**config.mk**
```make
export PLATFORM = sky130hd
export DESIGN_NAME = intr_ctrl
export DESIGN_NICKNAME = d
export VERILOG_FILES = /design/src/rtl/intr_ctrl.sv
export SDC_FILE = /design/constraint.sdc
export NUM_CORES = 2
export LEC_CHECK = 0
export BUFFER_PORTS_ARGS = -buffer_cell sky130_fd_sc_hd__clkbuf_2
export CAP_MARGIN = 20
export CORE_MARGIN = 2
export CORE_UTILIZATION = 45
export DETAILED_ROUTE_END_ITERATION = 10
export PLACE_DENSITY_LB_ADDON = 0.15
export SKIP_CTS_REPAIR_TIMING = 1
export SLEW_MARGIN = 20
export SYNTH_ARGS = -nofsm -noshare
export SYNTH_HDL_FRONTEND = slang
export SYNTH_SLANG_ARGS = --single-unit
```
**constraint.sdc**
```tcl
create_clock -name clk_i -period 95.1 [get_ports clk_i]
set_input_delay 4.755 -clock clk_i [delete_from_list [all_inputs] [get_ports clk_i]]
set_output_delay 4.755 -clock clk_i [all_outputs]
set_load 0.02 [all_outputs]
```
**src/rtl/intr_ctrl.sv**
```systemverilog
// Prioritised interrupt controller. Each source passes through a gateway
// (level or rising-edge trigger, pending / in-service tracking); a registered
// arbiter picks the highest-priority enabled pending source above the
// threshold. Software claims and completes interrupts through a small
// register port with a one-cycle response.
module intr_ctrl #(
   parameter int NumSrc    = 64,
   parameter int PrioWidth = 3,
   parameter int IdWidth   = $clog2(NumSrc + 1)
) (
   input  logic               clk_i,
   input  logic               rst_i,
   input  logic [NumSrc-1:0]  src_i,
   input  logic               reg_req_i,
   input  logic               reg_we_i,
   input  logic [11:0]        reg_addr_i,
   input  logic [31:0]        reg_wdata_i,
   output logic               reg_rvalid_o,
   output logic [31:0]        reg_rdata_o,
   output logic               reg_err_o,
   output logic               irq_o,
   output logic [IdWidth-1:0] irq_id_o
);

   localparam int NumWords = (NumSrc + 31) / 32;

   // Bit i of each vector belongs to source ID i+1.
   logic [NumSrc-1:0]    pending_q, in_service_q, enable_q, mode_q, src_q;
   logic [PrioWidth-1:0] prio_q [NumSrc];
   logic [PrioWidth-1:0] threshold_q;

   logic                 aligned;
   logic [5:0]           bit_word;
   logic [7:0]           prio_idx;
   logic                 sel_pending, sel_enable, sel_mode, sel_prio;
   logic                 sel_thresh, sel_claim, addr_hit;
   logic                 rd_en, wr_en;

   logic                 claim, complete;
   logic [IdWidth-1:0]   cmp_id;

   logic [NumSrc-1:0]    rd_vec;
   logic [31:0]          rdata_nxt;

   logic [NumSrc-1:0]    trig;
   logic [NumSrc-1:0]    pending_d, in_service_d, enable_d, mode_d;
   logic [PrioWidth-1:0] prio_d [NumSrc];
   logic [PrioWidth-1:0] threshold_d;

   logic [IdWidth-1:0]   best_id;
   logic [PrioWidth-1:0] best_prio;

   // Decode the current access into one register group, or none.
   always_comb begin
      aligned     = (reg_addr_i[1:0] == 2'b00);
      bit_word    = reg_addr_i[7:2];
      prio_idx    = reg_addr_i[9:2];
      sel_pending = aligned && (reg_addr_i[11:8] == 4'h0) && (int'(bit_word) < NumWords);
      sel_enable  = aligned && (reg_addr_i[11:8] == 4'h1) && (int'(bit_word) < NumWords);
      sel_mode    = aligned && (reg_addr_i[11:8] == 4'h2) && (int'(bit_word) < NumWords);
      sel_prio    = aligned && (reg_addr_i[11:10] == 2'b01) && (int'(prio_idx) < NumSrc);
      sel_thresh  = (reg_addr_i == 12'h800);
      sel_claim   = (reg_addr_i == 12'h804);
      addr_hit    = sel_pending || sel_enable || sel_mode || sel_prio || sel_thresh || sel_claim;
      rd_en       = reg_req_i && !reg_we_i;
      wr_en       = reg_req_i && reg_we_i;
   end

   // Claim uses the registered winner; a zero ID claim does nothing.
   always_comb begin
      cmp_id   = reg_wdata_i[IdWidth-1:0];
      claim    = rd_en && sel_claim && (irq_id_o != '0);
      complete = wr_en && sel_claim && (cmp_id != '0) && (int'(cmp_id) <= NumSrc);
   end

   // Read data mux; unmapped reads and bits beyond NumSrc return zero.
   always_comb begin
      rd_vec = pending_q;
      if (sel_enable) begin
         rd_vec = enable_q;
      end else if (sel_mode) begin
         rd_vec = mode_q;
      end
      rdata_nxt = '0;
      if (rd_en) begin
         if (sel_pending || sel_enable || sel_mode) begin
            for (int i = 0; i < NumSrc; i++) begin
               if (i / 32 == int'(bit_word)) begin
                  rdata_nxt[i % 32] = rd_vec[i];
               end
            end
         end else if (sel_prio) begin
            for (int i = 0; i < NumSrc; i++) begin
               if (i == int'(prio_idx)) begin
                  rdata_nxt[PrioWidth-1:0] = prio_q[i];
               end
            end
         end else if (sel_thresh) begin
            rdata_nxt[PrioWidth-1:0] = threshold_q;
         end else if (sel_claim) begin
            rdata_nxt[IdWidth-1:0] = irq_id_o;
         end
      end
   end

   // Gateway and configuration next state. The trigger uses the current
   // (old) mode, so a same-cycle MODE write only affects the next cycle.
   // A trigger on a pending or in-service source is dropped, which also
   // makes a claim or complete win over a same-cycle trigger.
   always_comb begin
      trig         = src_i & ~(src_q & mode_q);
      pending_d    = pending_q | (trig & ~in_service_q);
      in_service_d = in_service_q;
      enable_d     = enable_q;
      mode_d       = mode_q;
      prio_d       = prio_q;
      threshold_d  = threshold_q;
      for (int i = 0; i < NumSrc; i++) begin
         if (claim && (int'(irq_id_o) == i + 1)) begin
            pending_d[i]    = 1'b0;
            in_service_d[i] = 1'b1;
         end
         if (complete && (int'(cmp_id) == i + 1)) begin
            in_service_d[i] = 1'b0;
         end
         if (wr_en && sel_enable && (i / 32 == int'(bit_word))) begin
            enable_d[i] = reg_wdata_i[i % 32];
         end
         if (wr_en && sel_mode && (i / 32 == int'(bit_word))) begin
            mode_d[i] = reg_wdata_i[i % 32];
         end
         if (wr_en && sel_prio && (i == int'(prio_idx))) begin
            prio_d[i] = reg_wdata_i[PrioWidth-1:0];
         end
      end
      if (wr_en && sel_thresh) begin
         threshold_d = reg_wdata_i[PrioWidth-1:0];
      end
   end

   // Arbiter: starting the running best at the threshold makes the
   // candidate test strict; scanning upward with '>' keeps the lowest ID on ties.
   always_comb begin
      best_id   = '0;
      best_prio = threshold_q;
      for (int i = 0; i < NumSrc; i++) begin
         if (pending_q[i] && enable_q[i] && (prio_q[i] > best_prio)) begin
            best_prio = prio_q[i];
            best_id   = IdWidth'(i + 1);
         end
      end
   end

   // State, arbitration result and register response registers.
   always_ff @(posedge clk_i) begin
      if (rst_i) begin
         pending_q    <= '0;
         in_service_q <= '0;
         enable_q     <= '0;
         mode_q       <= '0;
         src_q        <= '0;
         for (int i = 0; i < NumSrc; i++) begin
            prio_q[i] <= '0;
         end
         threshold_q  <= '0;
         irq_id_o     <= '0;
         irq_o        <= 1'b0;
         reg_rvalid_o <= 1'b0;
         reg_rdata_o  <= '0;
         reg_err_o    <= 1'b0;
      end else begin
         pending_q    <= pending_d;
         in_service_q <= in_service_d;
         enable_q     <= enable_d;
         mode_q       <= mode_d;
         src_q        <= src_i;
         prio_q       <= prio_d;
         threshold_q  <= threshold_d;
         irq_id_o     <= best_id;
         irq_o        <= (best_id != '0);
         reg_rvalid_o <= reg_req_i;
         reg_rdata_o  <= addr_hit ? rdata_nxt : '0;
         reg_err_o    <= reg_req_i && !addr_hit;
      end
   end

endmodule

```
## After elaboration in Yosys (flattened, before gate mapping)

Index checks and enable logic that the tools add are counted.

| operators by class | value |
|---|---|
| magnitude comparators | 67 |
| equal/unequal tests | 197 |
| multiplexer cells | 263 |
| bitwise gates (word level) | 9 |
| reduce and logical (&&, ||, !) cells | 488 |

Operator list:

| kind | number |
|---|---|
| $eq A7 B7 Y1 const B | 66 |
| $mux W7 | 65 |
| $mux W3 | 129 |
| $logic_and A1 B1 Y1 | 344 |
| $eq A7 B8 Y1 const A | 32 |
| $reduce_or A2 Y1 | 128 |
| $eq A7 B6 Y1 const B | 32 |
| $and A64 B64 Y64 | 3 |
| $gt A3 B3 Y1 | 64 |
| $eq A6 B8 Y1 const A | 16 |
| $mux W64 | 2 |
| $not A64 Y64 | 2 |
| $eq A7 B5 Y1 const B | 16 |
| $mux W1 | 65 |
| $eq A5 B8 Y1 const A | 8 |
| $or A64 B64 Y64 | 1 |
| $eq A7 B4 Y1 const B | 8 |
| $eq A4 B8 Y1 const A | 4 |
| $eq A7 B3 Y1 const B | 4 |
| $eq A12 B12 Y1 const B | 2 |
| $reduce_bool A7 Y1 | 3 |
| $eq A3 B8 Y1 const A | 2 |
| $eq A7 B2 Y1 const B | 2 |
| $eq A2 B8 Y1 const A | 1 |
| 17 further kinds | 25 |

| storage, ports and cells | value |
|---|---|
| flip-flop bits (word level) | 557 |
| input port bits | 112 |
| output and inout port bits | 42 |
| logic and storage cells | 1228 |

## Longest topological paths before layout

| logic depth | value |
|---|---|
| depth in word-level cells | 193 |
| gate-level depth with buffers | 427 |
| mapped depth without buffers | 426 |

## Least setup slack after synthesis

Ideal clock, no wire load.

| timing | value |
|---|---|
| path kind | reg2reg |
| from | reg threshold_q[2] |
| to | reg irq_o |
| library setup time | 0.144 ns |
| arrival | 71.490 ns |
| required time | 94.956 ns |
| setup slack | 23.466 ns |
| stages on the path, launching flop included | 410 |
| buffers on the path | 1 |
| cell sequence | dfxtp_1 > inv_1 > ha_1 > nor2_1 > a31oi_1 > nand2_1 > o21ai_0 > ha_1 > o32ai_1 > mux2i_1 > a211o_1 > mux2_2 > ha_1 > nor2_1 > and2_1 > nor2_1 > o21ai_0 > a21o_1 > (+374 left out) > o221ai_1 > nand3_1 > o21ai_0 > o22ai_1 > ha_1 > nor2b_1 > o21ai_0 > nand2b_1 > and4_1 > nor3_1 > a21oi_1 > ha_1 > nor2b_1 > o21a_1 > o2111ai_1 > or4bb_1 > nor4_1 > a41oi_1 |

| on the way | value |
|---|---|
| word-level cells in the longest chain between the ends | 193 |

RTL lines:

| element | line | text |
|---|---|---|
| start: declaration | 30 | `logic [PrioWidth-1:0] threshold_q;` |
| start signal: assignment | 178 | `threshold_q <= threshold_d;` |
| $gt A3 B3 Y1 | 147 | `if (pending_q[i] && enable_q[i] && (prio_q[i] > best_prio)) begin` |
| $logic_and A1 B1 Y1 | 147 |  |
| $mux W3 | 147 |  |
| $gt A3 B3 Y1 | 147 |  |
| $logic_and A1 B1 Y1 | 147 |  |
| $mux W3 | 147 |  |
| $gt A3 B3 Y1 | 147 |  |
| $logic_and A1 B1 Y1 | 147 |  |
| (+177 left out) | -- |  |
| $mux W3 | 147 |  |
| $gt A3 B3 Y1 | 147 |  |
| $logic_and A1 B1 Y1 | 147 |  |
| $mux W3 | 147 |  |
| $gt A3 B3 Y1 | 147 |  |
| $logic_and A1 B1 Y1 | 147 |  |
| $mux W7 (*) | 147 |  |
| $reduce_bool A7 Y1 (*) | 180 | `irq_o <= (best_id != '0);` |
| end signal: assignment | 180 |  |
| end: declaration | 21 | `output logic irq_o,` |

Every way passes the cells marked *; elsewhere a longest branch is shown, timed or not.
A chain may end at the register's enable or synchronous reset.

## Worst setup path in the final report

Same ends and word-level chain as after synthesis.

==> flow_metrics.py <==
metrics = {
    "place": {
        "placement.io_buffers": 153,
        "dp_hpwl_um": 94880,
        "final_weighted_congestion_in_routability_driven_placement": 1.011,
        "placed_area_sq_mm": 0.03330,
    },
    "pwr": {
        "p_clk_frac": 0.497,
        "power_density_mw_per_mm2": 14.71,
        "p_int_uw": 397.5,
        "worst_ir_drop_vdd_mv": 0.01479,
        "combinationalPowerShare": 0.038,
        "switchingPower_uw": 124.7,
        "static-leakage-power_nw": 13.09,
        "netSwitchingFraction": 0.2388,
        "power.share.sequential": 0.464,
    },
    "finish": {
        "seq_area_sq_mm": 0.01115,
        "multi_input_area_sq_mm": 0.01921,
        "final_common_cell": "nand2_1",
        "final_core_utilization": 0.5080,
        "finalInstanceArea_sq_mm": 0.03551,
        "drive_above_1_share": 0.08965,
        "fill_cells": 6917,
        "design.final.nets": 4403,
        "n_antenna_cell": 0,
        "area_delta_synth_final_pct": 12.08,
        "highest_count_cells_in_the_layout_ignoring_fill_and_taps": "nand2_1, dfxtp_1, nor2_1",
    },
    "routing": {
        "remaining_drc_errors": 0,
        "antenna_violating_nets_post_route": 0,
        "drt_iter0_drc": 4137,
        "routed_wirelength_um": 127600,
        "wire_per_inst_um": 24.48,
        "vias": 32670,
        "first_pass_iters": 7,
        "route.detailed.vias_per_inst": 6.268,
    },
    "timing": {
        "final-max-slew-violation-count": 0,
        "post_route_fraction_of_the_period_consumed_by_the_critical_path": 0.8519,
        "fin_worst_skew_ns": 0.05513,
        "setup-violations-final": 0,
        "finalHoldViolations": 0,
        "rsz0062_at_grt": "false",
        "timing_worst_slew_pin_value_ns": 1.170,
        "setup-tns-final_ns": 0,
        "period_minus_slack_ns": 81.02,
        "slew_headroom": 0.2197,
        "max_clock_freq_mhz": 12.34,
    },
    "synth": {
        "avgSynthCellArea_sq_um": 7.611,
        "dominantRegCellSynth": "dfxtp_1",
        "postSynthCellCount": 4163,
        "syn_area_sq_mm": 0.03168,
        "synth_largest_type_area_fraction": 0.3519,
        "number_of_storage_elements_in_the_synthesis_netlist": 557,
        "yosysSeqAreaShare": 0.3519,
        "netlist.top_cell.by_area": "dfxtp_1",
        "synth_enable_flop_cells": 0,
        "async_flop_share": 0,
        "synth_top_cells_by_area": "dfxtp_1, nand2_1, mux2i_1, nor2_1, a21oi_1",
        "synthesis.yosys.warnings": 0,
        "yosys.cell_types.count": 100,
        "postSynthNetCount": 4345,
    },
    "floorplanning": {
        "row_count": 97,
        "floorplan.initialDensity": 0.4532,
        "top_level_i_o_count": 154,
        "die_width_um": 269.3,
        "die_h_um": 269.3,
        "floorplan.die_area_sq_mm": 0.07254,
        "core-area_sq_mm": 0.06991,
    },
    "critical_path": {
        "endpoint": "irq_o$_SDFF_PP0_",
        "worst-endpoint-required_ns": 95.54,
        "worst_path_largest_cell_delay_ns": 0.74,
        "worst_ep_arrival_time_ns": 81.46,
        "highest_delay_cell_along_the_critical_path": "o311ai_0",
        "worstSetupPathType": "flip-flop to flip-flop",
        "crit_top_cell": "nor2_1",
        "critical_path.startpoint_type": "flip-flop",
        "r2r_start": "threshold_q[2]$_SDFFE_PP0P_",
        "worstReg2RegEnd": "irq_o$_SDFF_PP0_",
        "count_of_cells_along_the_worst_register_to_register_path": 410,
        "worstPathMaxFanout": 8,
        "crit_path_start": "threshold_q[2]$_SDFFE_PP0P_",
        "r2r_slack_ns": 14.08,
        "endpoint_kind": "flip-flop",
    },
    "global_routing": {
        "overflow": 0,
        "grt_pass1_wl_um": 187800,
        "grt.total_usage": 0.3368,
        "antenna_violations_before_repair": 4,
        "grt_start_max_net_pins": 196,
        "first_global_vias": 29340,
    },
    "clocking": {
        "numCtsBuffers": 60,
        "clockBufferDepth": 3,
        "clk_root_buffer_cell": "clkbuf_16",
        "clkSinkCount": 557,
        "clock_latency_ns": 0.66,
        "tritoncts": "yes",
        "clk_pin_slew_ns": 0.06,
        "h-tree-depth": 2,
    },
    "min_path": {
        "min_path_type": "flip-flop to flip-flop",
    },
    "run_status": {
        "status": "complete, no violations",
    },
    "flow_run": {
        "drv.max_cap_violation_count": 0,
    },
}
## final cells by class
cell class,instances,share of cell area
clock inverter,26,0.01187
multi-input combinational,3228,0.5411
clock buffer,87,0.05024
inverter,182,0.01924
timing repair buffer,192,0.03044
tap,940,0.03312
sequential,557,0.3140
## cells in the mapped netlist, types with 21 or more instances
cell type	n
a221oi_1	51
nand4_1	41
o211ai_1	34
and3_1	62
buf_1	25
o21ai_0	94
clkbuf_1	170
ha_1	70
and2_1	53
inv_1	181
nor3_1	142
dfxtp_1	557
a31oi_1	76
nand2b_1	21
o21bai_1	30
a22o_1	22
nand3_1	166
mux2i_1	204
a21oi_1	348
o211a_1	34
a211oi_1	135
o21a_1	28
nand2_1	598
nor2b_1	58
a22oi_1	60
nor2_1	523
o22ai_1	42
## how the worst min path moves through the flow
stage                                             start                            end  slack, ns  cells after the start
after floorplan           in_service_q[63]$_SDFFE_PP0P_  in_service_q[63]$_SDFFE_PP0P_       0.44                      2
after global placement    in_service_q[63]$_SDFFE_PP0P_  in_service_q[63]$_SDFFE_PP0P_       0.46                      2
after detailed placement       enable_q[6]$_SDFFE_PP0P_       enable_q[6]$_SDFFE_PP0P_       0.46                      2
after CTS                      enable_q[6]$_SDFFE_PP0P_       enable_q[6]$_SDFFE_PP0P_       0.47                      2
after global routing            mode_q[48]$_SDFFE_PP0P_        mode_q[48]$_SDFFE_PP0P_       0.49                      2
final                          enable_q[6]$_SDFFE_PP0P_       enable_q[6]$_SDFFE_PP0P_       0.47                      2
## power by group through the flow
stage	registers (mW)	clock network, mW	logic [mW]
after detailed placement	0.247	0	0.0196
final	0.242	0.260	0.0201
after global placement	0.247	0	0.0195
after CTS	0.242	0.261	0.0196
after global routing	0.242	0.271	0.0213
after floorplan	0.244	0	0.0109
## sequential cells by signal (all words and copies together), names as in the netlist
| register | cells |
|---|---|
| enable_q | 64 |
| in_service_q | 64 |
| irq_id_o | 7 |
| irq_o | 1 |
| mode_q | 64 |
| pending_q | 64 |
| prio_q | 192 |
| reg_err_o | 1 |
| reg_rdata_o | 32 |
| reg_rvalid_o | 1 |
| src_q | 64 |
| threshold_q | 3 |
## cell families (layout without fill, tap and decap cells)
logic type | Yosys count | after routing | synth area share
flops | 557 | 557 | 0.3519
compound gates | 1173 | 1173 | 0.2548
mux | 210 | 210 | 0.06658
simple gates | 1764 | 1764 | 0.2507
xor+xnor | 1 | 1 | 0.0002765
buf+inv | 378 | 487 | 0.04482
fa+ha+maj | 80 | 80 | 0.03080
## critical path, delay by kind of cell (launching register included)
family,cells,cell delay [ns]
mux,9,2.58
simple gates,156,23.79
compound gates,164,32.91
flops,1,0.46
fa+ha+maj,74,20.44
buf+inv,7,0.57
## stage by stage
step	hold slack [ns]	power, mW	cells	worst slack [ns]
3_3_place_gp	0.4582	0.2665	5099	17.17
6_report	0.4670	0.5222	5212	14.08
4_1_cts	0.4675	0.5225	5212	14.90
5_1_grt	0.4867	0.5342	5212	6.664
2_1_floorplan	0.4381	0.2547	4163	23.47
3_5_place_dp	0.4588	0.2666	5099	15.14
## per-layer routing
metal,vias to the layer above,part of all wire,track usage
li1,15280,-,-
met1,15370,0.43,0.4779
met2,1710,0.42,0.5000
met3,313,0.11,0.05815
met4,4,0.049,0.1462
met5,-,0.00024,0
Note: power is estimated with default switching activity, not from simulation.
